## src/rtl/uart_tx_peripheral_pkg.sv

```systemverilog
// Shared definitions for the memory-mapped UART transmitter: register offsets,
// STATUS bit positions, FSM encoding and the status packing helper.
package uart_tx_peripheral_pkg;

  localparam logic [31:0] DATA_OFFSET   = 32'h0000_0000;
  localparam logic [31:0] STATUS_OFFSET = 32'h0000_0004;

  localparam int STATUS_BUSY_BIT     = 0;
  localparam int STATUS_FULL_BIT     = 1;
  localparam int STATUS_EMPTY_BIT    = 2;
  localparam int STATUS_OVERFLOW_BIT = 3;
  localparam int STATUS_COUNT_LSB    = 4;

  typedef enum logic [1:0] {
    TX_IDLE  = 2'd0,
    TX_START = 2'd1,
    TX_DATA  = 2'd2,
    TX_STOP  = 2'd3
  } tx_state_e;

  // Observable snapshot of the block; STATUS is packed straight from it.
  typedef struct packed {
    tx_state_e  state;
    logic       full;
    logic       empty;
    logic       overflow;
    logic [3:0] count;
  } tx_debug_t;

  function automatic logic [31:0] pack_status(input tx_debug_t d);
    logic [31:0] s;
    s = '0;
    s[STATUS_BUSY_BIT]          = (d.state != TX_IDLE);
    s[STATUS_FULL_BIT]          = d.full;
    s[STATUS_EMPTY_BIT]         = d.empty;
    s[STATUS_OVERFLOW_BIT]      = d.overflow;
    s[STATUS_COUNT_LSB +: 4]    = d.count;
    return s;
  endfunction

endpackage

```

## src/rtl/uart_tx_fifo.sv

```systemverilog
// Byte FIFO feeding the transmitter; power-of-two depth so the pointers wrap
// naturally. Push and pop may occur on the same edge.
module uart_tx_fifo #(
  parameter int DEPTH = 4,
  parameter int WIDTH = 8
) (
  input  logic                       clock,
  input  logic                       reset,
  input  logic                       push,
  input  logic                       pop,
  input  logic [WIDTH-1:0]           din,
  output logic [WIDTH-1:0]           dout,
  output logic                       full,
  output logic                       empty,
  output logic [$clog2(DEPTH):0]     count
);

  localparam int PTR_W = $clog2(DEPTH);
  localparam int CNT_W = PTR_W + 1;

  logic [WIDTH-1:0] mem [DEPTH];
  logic [PTR_W-1:0] wr_ptr;
  logic [PTR_W-1:0] rd_ptr;
  logic             do_push;
  logic             do_pop;

  assign full    = (count == CNT_W'(DEPTH));
  assign empty   = (count == '0);
  assign do_push = push && !full;
  assign do_pop  = pop && !empty;
  assign dout    = mem[rd_ptr];

  always_ff @(posedge clock) begin
    if (do_push) mem[wr_ptr] <= din;
  end

  always_ff @(posedge clock) begin
    if (reset) begin
      wr_ptr <= '0;
      rd_ptr <= '0;
      count  <= '0;
    end else begin
      if (do_push) wr_ptr <= wr_ptr + 1'b1;
      if (do_pop)  rd_ptr <= rd_ptr + 1'b1;
      case ({do_push, do_pop})
        2'b10:   count <= count + 1'b1;
        2'b01:   count <= count - 1'b1;
        default: count <= count;
      endcase
    end
  end

endmodule

```

## src/rtl/uart_tx_peripheral.sv

```systemverilog
// Memory-mapped UART transmitter: DATA/STATUS registers on the MEM-stage bus,
// a byte FIFO and an 8N1 serialiser running from the CPU clock.
module uart_tx_peripheral
  import uart_tx_peripheral_pkg::*;
#(
  parameter logic [31:0] BASE_ADDR    = 32'h0000_1000,
  parameter int          CLKS_PER_BIT = 234,
  parameter int          FIFO_DEPTH   = 4
) (
  input  logic        clock,
  input  logic        reset,
  input  logic [31:0] address,
  input  logic [31:0] write_data,
  input  logic        mem_write,
  input  logic        mem_read,
  output logic [31:0] read_data,
  output logic        uart_tx
);

  localparam int BAUD_W = $clog2(CLKS_PER_BIT);
  localparam int CNT_W  = $clog2(FIFO_DEPTH) + 1;
  localparam logic [BAUD_W-1:0] BAUD_LAST = BAUD_W'(CLKS_PER_BIT - 1);

  logic             sel_data;
  logic             sel_status;
  logic             data_wr;
  logic             status_wr;
  logic             push;
  logic             pop;
  logic             fifo_full;
  logic             fifo_empty;
  logic [7:0]       fifo_dout;
  logic [CNT_W-1:0] fifo_count;
  logic [3:0]       count4;
  logic             overflow;
  logic             unused_write_bits;

  tx_state_e         state, state_next;
  logic [BAUD_W-1:0] baud_cnt, baud_next;
  logic [2:0]        bit_idx, bit_idx_next;
  logic [7:0]        shift_reg, shift_next;
  logic              tx_next;
  tx_debug_t         debug;

  assign sel_data   = (address == BASE_ADDR + DATA_OFFSET);
  assign sel_status = (address == BASE_ADDR + STATUS_OFFSET);
  assign data_wr    = mem_write && sel_data;
  assign status_wr  = mem_write && sel_status;
  assign push       = data_wr && !fifo_full;
  assign unused_write_bits = ^write_data[31:8];

  uart_tx_fifo #(
    .DEPTH (FIFO_DEPTH),
    .WIDTH (8)
  ) u_fifo (
    .clock (clock),
    .reset (reset),
    .push  (push),
    .pop   (pop),
    .din   (write_data[7:0]),
    .dout  (fifo_dout),
    .full  (fifo_full),
    .empty (fifo_empty),
    .count (fifo_count)
  );

  // Overflow is sticky: only an explicit STATUS write with bit 3 set clears it.
  always_ff @(posedge clock) begin
    if (reset)                                         overflow <= 1'b0;
    else if (data_wr && fifo_full)                     overflow <= 1'b1;
    else if (status_wr && write_data[STATUS_OVERFLOW_BIT]) overflow <= 1'b0;
  end

  generate
    if (CNT_W >= 4) begin : g_cnt_trunc
      assign count4 = fifo_count[3:0];
    end else begin : g_cnt_ext
      assign count4 = {{(4 - CNT_W){1'b0}}, fifo_count};
    end
  endgenerate

  assign debug = '{state: state, full: fifo_full, empty: fifo_empty,
                   overflow: overflow, count: count4};

  // Reads see only registered state, so a same-cycle write is not yet visible.
  always_comb begin
    read_data = '0;
    if (mem_read && sel_status) read_data = pack_status(debug);
  end

  always_ff @(posedge clock) begin
    if (reset) begin
      state     <= TX_IDLE;
      baud_cnt  <= '0;
      bit_idx   <= '0;
      shift_reg <= '0;
      uart_tx   <= 1'b1;
    end else begin
      state     <= state_next;
      baud_cnt  <= baud_next;
      bit_idx   <= bit_idx_next;
      shift_reg <= shift_next;
      uart_tx   <= tx_next;
    end
  end

  always_comb begin
    state_next   = state;
    baud_next    = baud_cnt;
    bit_idx_next = bit_idx;
    shift_next   = shift_reg;
    tx_next      = uart_tx;
    pop          = 1'b0;
    case (state)
      TX_IDLE: begin
        tx_next = 1'b1;
        if (!fifo_empty) begin
          pop        = 1'b1;
          shift_next = fifo_dout;
          baud_next  = '0;
          tx_next    = 1'b0;
          state_next = TX_START;
        end
      end
      TX_START: begin
        if (baud_cnt == BAUD_LAST) begin
          baud_next    = '0;
          bit_idx_next = '0;
          tx_next      = shift_reg[0];
          state_next   = TX_DATA;
        end else begin
          baud_next = baud_cnt + 1'b1;
        end
      end
      TX_DATA: begin
        if (baud_cnt == BAUD_LAST) begin
          baud_next = '0;
          if (bit_idx == 3'd7) begin
            tx_next    = 1'b1;
            state_next = TX_STOP;
          end else begin
            // Shift right so the next bit to send is always at [0].
            bit_idx_next = bit_idx + 3'd1;
            shift_next   = {1'b0, shift_reg[7:1]};
            tx_next      = shift_reg[1];
          end
        end else begin
          baud_next = baud_cnt + 1'b1;
        end
      end
      TX_STOP: begin
        tx_next = 1'b1;
        if (baud_cnt == BAUD_LAST) begin
          baud_next  = '0;
          state_next = TX_IDLE;
        end else begin
          baud_next = baud_cnt + 1'b1;
        end
      end
      default: state_next = TX_IDLE;
    endcase
  end

endmodule
```

## config.mk

```make
export PLATFORM = sky130hd
export DESIGN_NAME = uart_tx_peripheral
export DESIGN_NICKNAME = d
export VERILOG_FILES = /design/src/rtl/uart_tx_peripheral_pkg.sv /design/src/rtl/uart_tx_fifo.sv /design/src/rtl/uart_tx_peripheral.sv
export SDC_FILE = /design/constraint.sdc
export NUM_CORES = 1
export LEC_CHECK = 0
export ABC_AREA = 1
export BUFFER_PORTS_ARGS = -buffer_cell sky130_fd_sc_hd__buf_2
export CAP_MARGIN = 25
export CORE_MARGIN = 2
export CORE_UTILIZATION = 47
export CTS_CLUSTER_SIZE = 25
export DETAILED_ROUTE_END_ITERATION = 7
export PLACE_DENSITY_LB_ADDON = 0.08
export SLEW_MARGIN = 20
export SYNTH_ARGS = -nofsm -noshare
export SYNTH_HDL_FRONTEND = slang
export SYNTH_SLANG_ARGS = --single-unit
```

## constraint.sdc

```tcl
create_clock -name clock -period 2.21 [get_ports clock]
set_clock_uncertainty 0.1 [all_clocks]
set_input_delay 0.1105 -clock clock [delete_from_list [all_inputs] [get_ports clock]]
set_output_delay 0.1105 -clock clock [all_outputs]
set_load 0.01 [all_outputs]
```

==> results.py <==
metrics = {
    "run_status": {
        "status": "complete, no violations",
    },
    "setup_path": {
        "r2r_slack_ns": 0.18,
        "cp_num_buf_inv": 3,
        "worstReg2RegStart": "state[1]$_SDFFE_PP0P_",
        "r2r_cells": 11,
        "endpoint_kind": "flop",
        "cp_max_fo": 4,
        "critical-path-top-delay-family": "adder cells",
        "critical_path_class": "flop to flop",
        "timing.rr.end": "u_fifo.count[2]$_SDFFE_PP0P_",
        "cpPeakStageDelay_ns": 0.35,
        "path_cells": "inv_1 > ha_2 > inv_1 > nor2_2 > ha_1 > inv_1 > fa_2 > a21oi_1 > o21ai_1 > o21ai_1 > a21oi_1",
        "required_ns": 2.35,
        "cp.arrival_ns": 2.16,
        "crit_top_cell": "inv_1",
        "slowest_stage": "fa_2",
        "cp-start-kind": "flop",
    },
    "place": {
        "io_buffers": 51,
        "place.gp.congestion": 0.817,
        "hpwlAfterDp_um": 4750,
    },
    "synthesis": {
        "yosys_warnings": 0,
        "synth_top_cell_by_area": "edfxtp_1",
        "synth-seq-cells": 64,
        "syn_area_um2": 3480,
        "avgSynthCellArea_um2": 7.71,
        "synth.top_cell.area_share": 0.276,
        "synthCells": 451,
        "yosysSeqAreaShare": 0.460,
        "synth.area.top_cells": "edfxtp_1 28%, dfxtp_1 18%, nor2_1 9.8%, nand2_1 9.6%, inv_1 7.4%",
        "synthDistinctLibCells": 33,
    },
    "route": {
        "drt_iter0_drc": 75,
        "avgViaCountPerCell": 4.51,
        "ant_nets": 0,
        "avgRoutedWirePerCell_um": 10.5,
        "dr_total_vias": 2836,
        "drc": 0,
        "drt_pass1_iterations": 5,
        "wl_um": 6620,
    },
    "timing": {
        "min_period_ns": 2.03,
        "maxSlewViolCount": 0,
        "fin_crit_sh": 0.918,
        "tightest_slew_ns": 0.625,
        "relSlewSlack": 0.583,
        "hold_viol": 0,
        "fmax_ghz": 0.493,
        "grt_setup_unrepaired": "false",
        "setup_tns_ns": 0,
        "final-setup-viol-count": 0,
    },
    "worst_hold_path": {
        "hold_path_depth": 6,
        "hp-class": "input port to flop",
        "whs_endpoint": "overflow$_SDFFE_PP0P_",
        "hp-start": "mem_write",
    },
    "power_and_ir_drop": {
        "cellPowerDensity_nw_per_um2": 738,
        "power_mw": 3.03,
        "vdd_ir_drop_max_uv": 337,
        "p_leak_nw": 1.90,
    },
    "layout": {
        "drive_gt1_frac": 0.179,
        "diodes": 0,
        "final_cell_mix": "89 x nand2_1, 89 x nor2_1, 68 x inv_1, 51 x buf_2",
        "layout.nets": 608,
        "area_growth_pct": 18.1,
        "largest_register_ffs": 32,
        "post-route-util": 0.569,
    },
    "clocking": {
        "cts_max_path_buffers": 2,
        "h-tree-depth": 3,
        "post_cts_buffers": 0,
        "root_buffer": "clkbuf_8",
        "cts_sinks": 64,
        "clk-insertion-delay-late_ns": 0.35,
        "path_clk_slew_ns": 0.08,
        "cts_made_buffers": 9,
        "cts_tree": "built",
    },
    "global_route": {
        "first_global_vias": 2618,
        "grt_pass1_wl_um": 11000,
        "grt_max_degree": 21,
        "grt-ovfl-total": 0,
        "antenna_found_initial": 0,
        "grt_use_total": 0.170,
    },
    "floorplan": {
        "dieWidth_um": 90.0,
        "fp.dieArea_um2": 8100,
        "num_rows": 31,
        "coreArea_um2": 7210,
        "initial_utilization": 0.482,
        "floorplan.io_pins": 101,
        "die_height_um": 90.0,
    },
    "run": {
        "maxCapViolations": 0,
    },
}
## worst max path at each step
stage	startpoint	to	slack [ns]	depth (start not counted)
6_report	state[1]$_SDFFE_PP0P_	u_fifo.count[2]$_SDFFE_PP0P_	0.18	11
5_1_grt	state[1]$_SDFFE_PP0P_	u_fifo.count[2]$_SDFFE_PP0P_	0.02	11
4_1_cts	state[0]$_SDFFE_PP0P_	u_fifo.count[2]$_SDFFE_PP0P_	0.05	11
3_5_place_dp	state[0]$_SDFFE_PP0P_	u_fifo.count[2]$_SDFFE_PP0P_	0.06	11
3_3_place_gp	state[0]$_SDFFE_PP0P_	u_fifo.count[2]$_SDFFE_PP0P_	0.14	11
2_1_floorplan	state[0]$_SDFFE_PP0P_	u_fifo.count[2]$_SDFFE_PP0P_	0.1	11
## cell type report
type | count | area [um2]
Fill cell | 705 | 3110
Sequential cell | 64 | 1600
Multi-Input combinational cell | 305 | 1460
Timing Repair Buffer | 73 | 443
Inverter | 72 | 270
Clock buffer | 9 | 124
Tap cell | 99 | 124
Clock inverter | 7 | 80.1
## power by group
group / leakage, nW / switching [mW] / total [mW] / internal (mW)
sequential: 0.547 / 0.0331 / 1.34 / 1.31
clock: 0.0964 / 0.497 / 1.03 / 0.532
combinational: 1.26 / 0.411 / 0.660 / 0.248
## stage by stage
stage / instances / hold WS [ns] / instance area, um2 / worst slack [ns]
2_1_floorplan: 475 / 0.109 / 3570 / 0.0960
3_3_place_gp: 604 / 0.227 / 3800 / 0.141
3_5_place_dp: 604 / 0.232 / 3800 / 0.0647
4_1_cts: 629 / 0.0535 / 4100 / 0.0451
5_1_grt: 629 / 0.103 / 4110 / 0.0172
6_report: 629 / 0.0681 / 4110 / 0.181
## cells in the mapped netlist (all sizes together)
master / count
o22ai: 1
clkinv: 1
fa: 1
o211a: 1
nand2: 93
nand3: 15
a211oi: 1
and2: 3
ha: 14
dfxtp: 32
nand3b: 1
o221ai: 1
nand4: 3
conb: 1
nor2: 93
a21oi: 18
clkbuf: 3
inv: 71
o21ai: 34
xnor2: 1
edfxtp: 32
buf: 31
## metal layers
layer,vias up,global-route usage,wire (um)
li1,1508,-,-
met1,1255,0.199,2990
met2,71,0.297,3300
met3,2,0.0461,300
met4,0,0.0654,29
met5,-,0,0
## tightest hold or removal path: stages
cell	delay, ns
buf_2	0.09
nand2_1	0.04
inv_1	0.05
nand3_1	0.07
nand2_1	0.06
a21oi_1	0.05
## cells by family after synthesis
| group | Yosys count | synth area share |
|---|---|---|
| simple gates | 208 | 0.248 |
| fa+ha+maj | 15 | 0.0561 |
| other cells | 1 | 0.00108 |
| xor+xnor | 1 | 0.00252 |
| flops | 64 | 0.460 |
| buf+inv | 106 | 0.147 |
| compound gates | 56 | 0.0842 |
## what timing repair did
item                       CTS  global route
hold endpoints to repair    39             0
gates resized for setup      0             7
setup endpoints to repair    0             1
hold buffers                 9             0
Note: power is estimated with default switching activity, not from simulation.
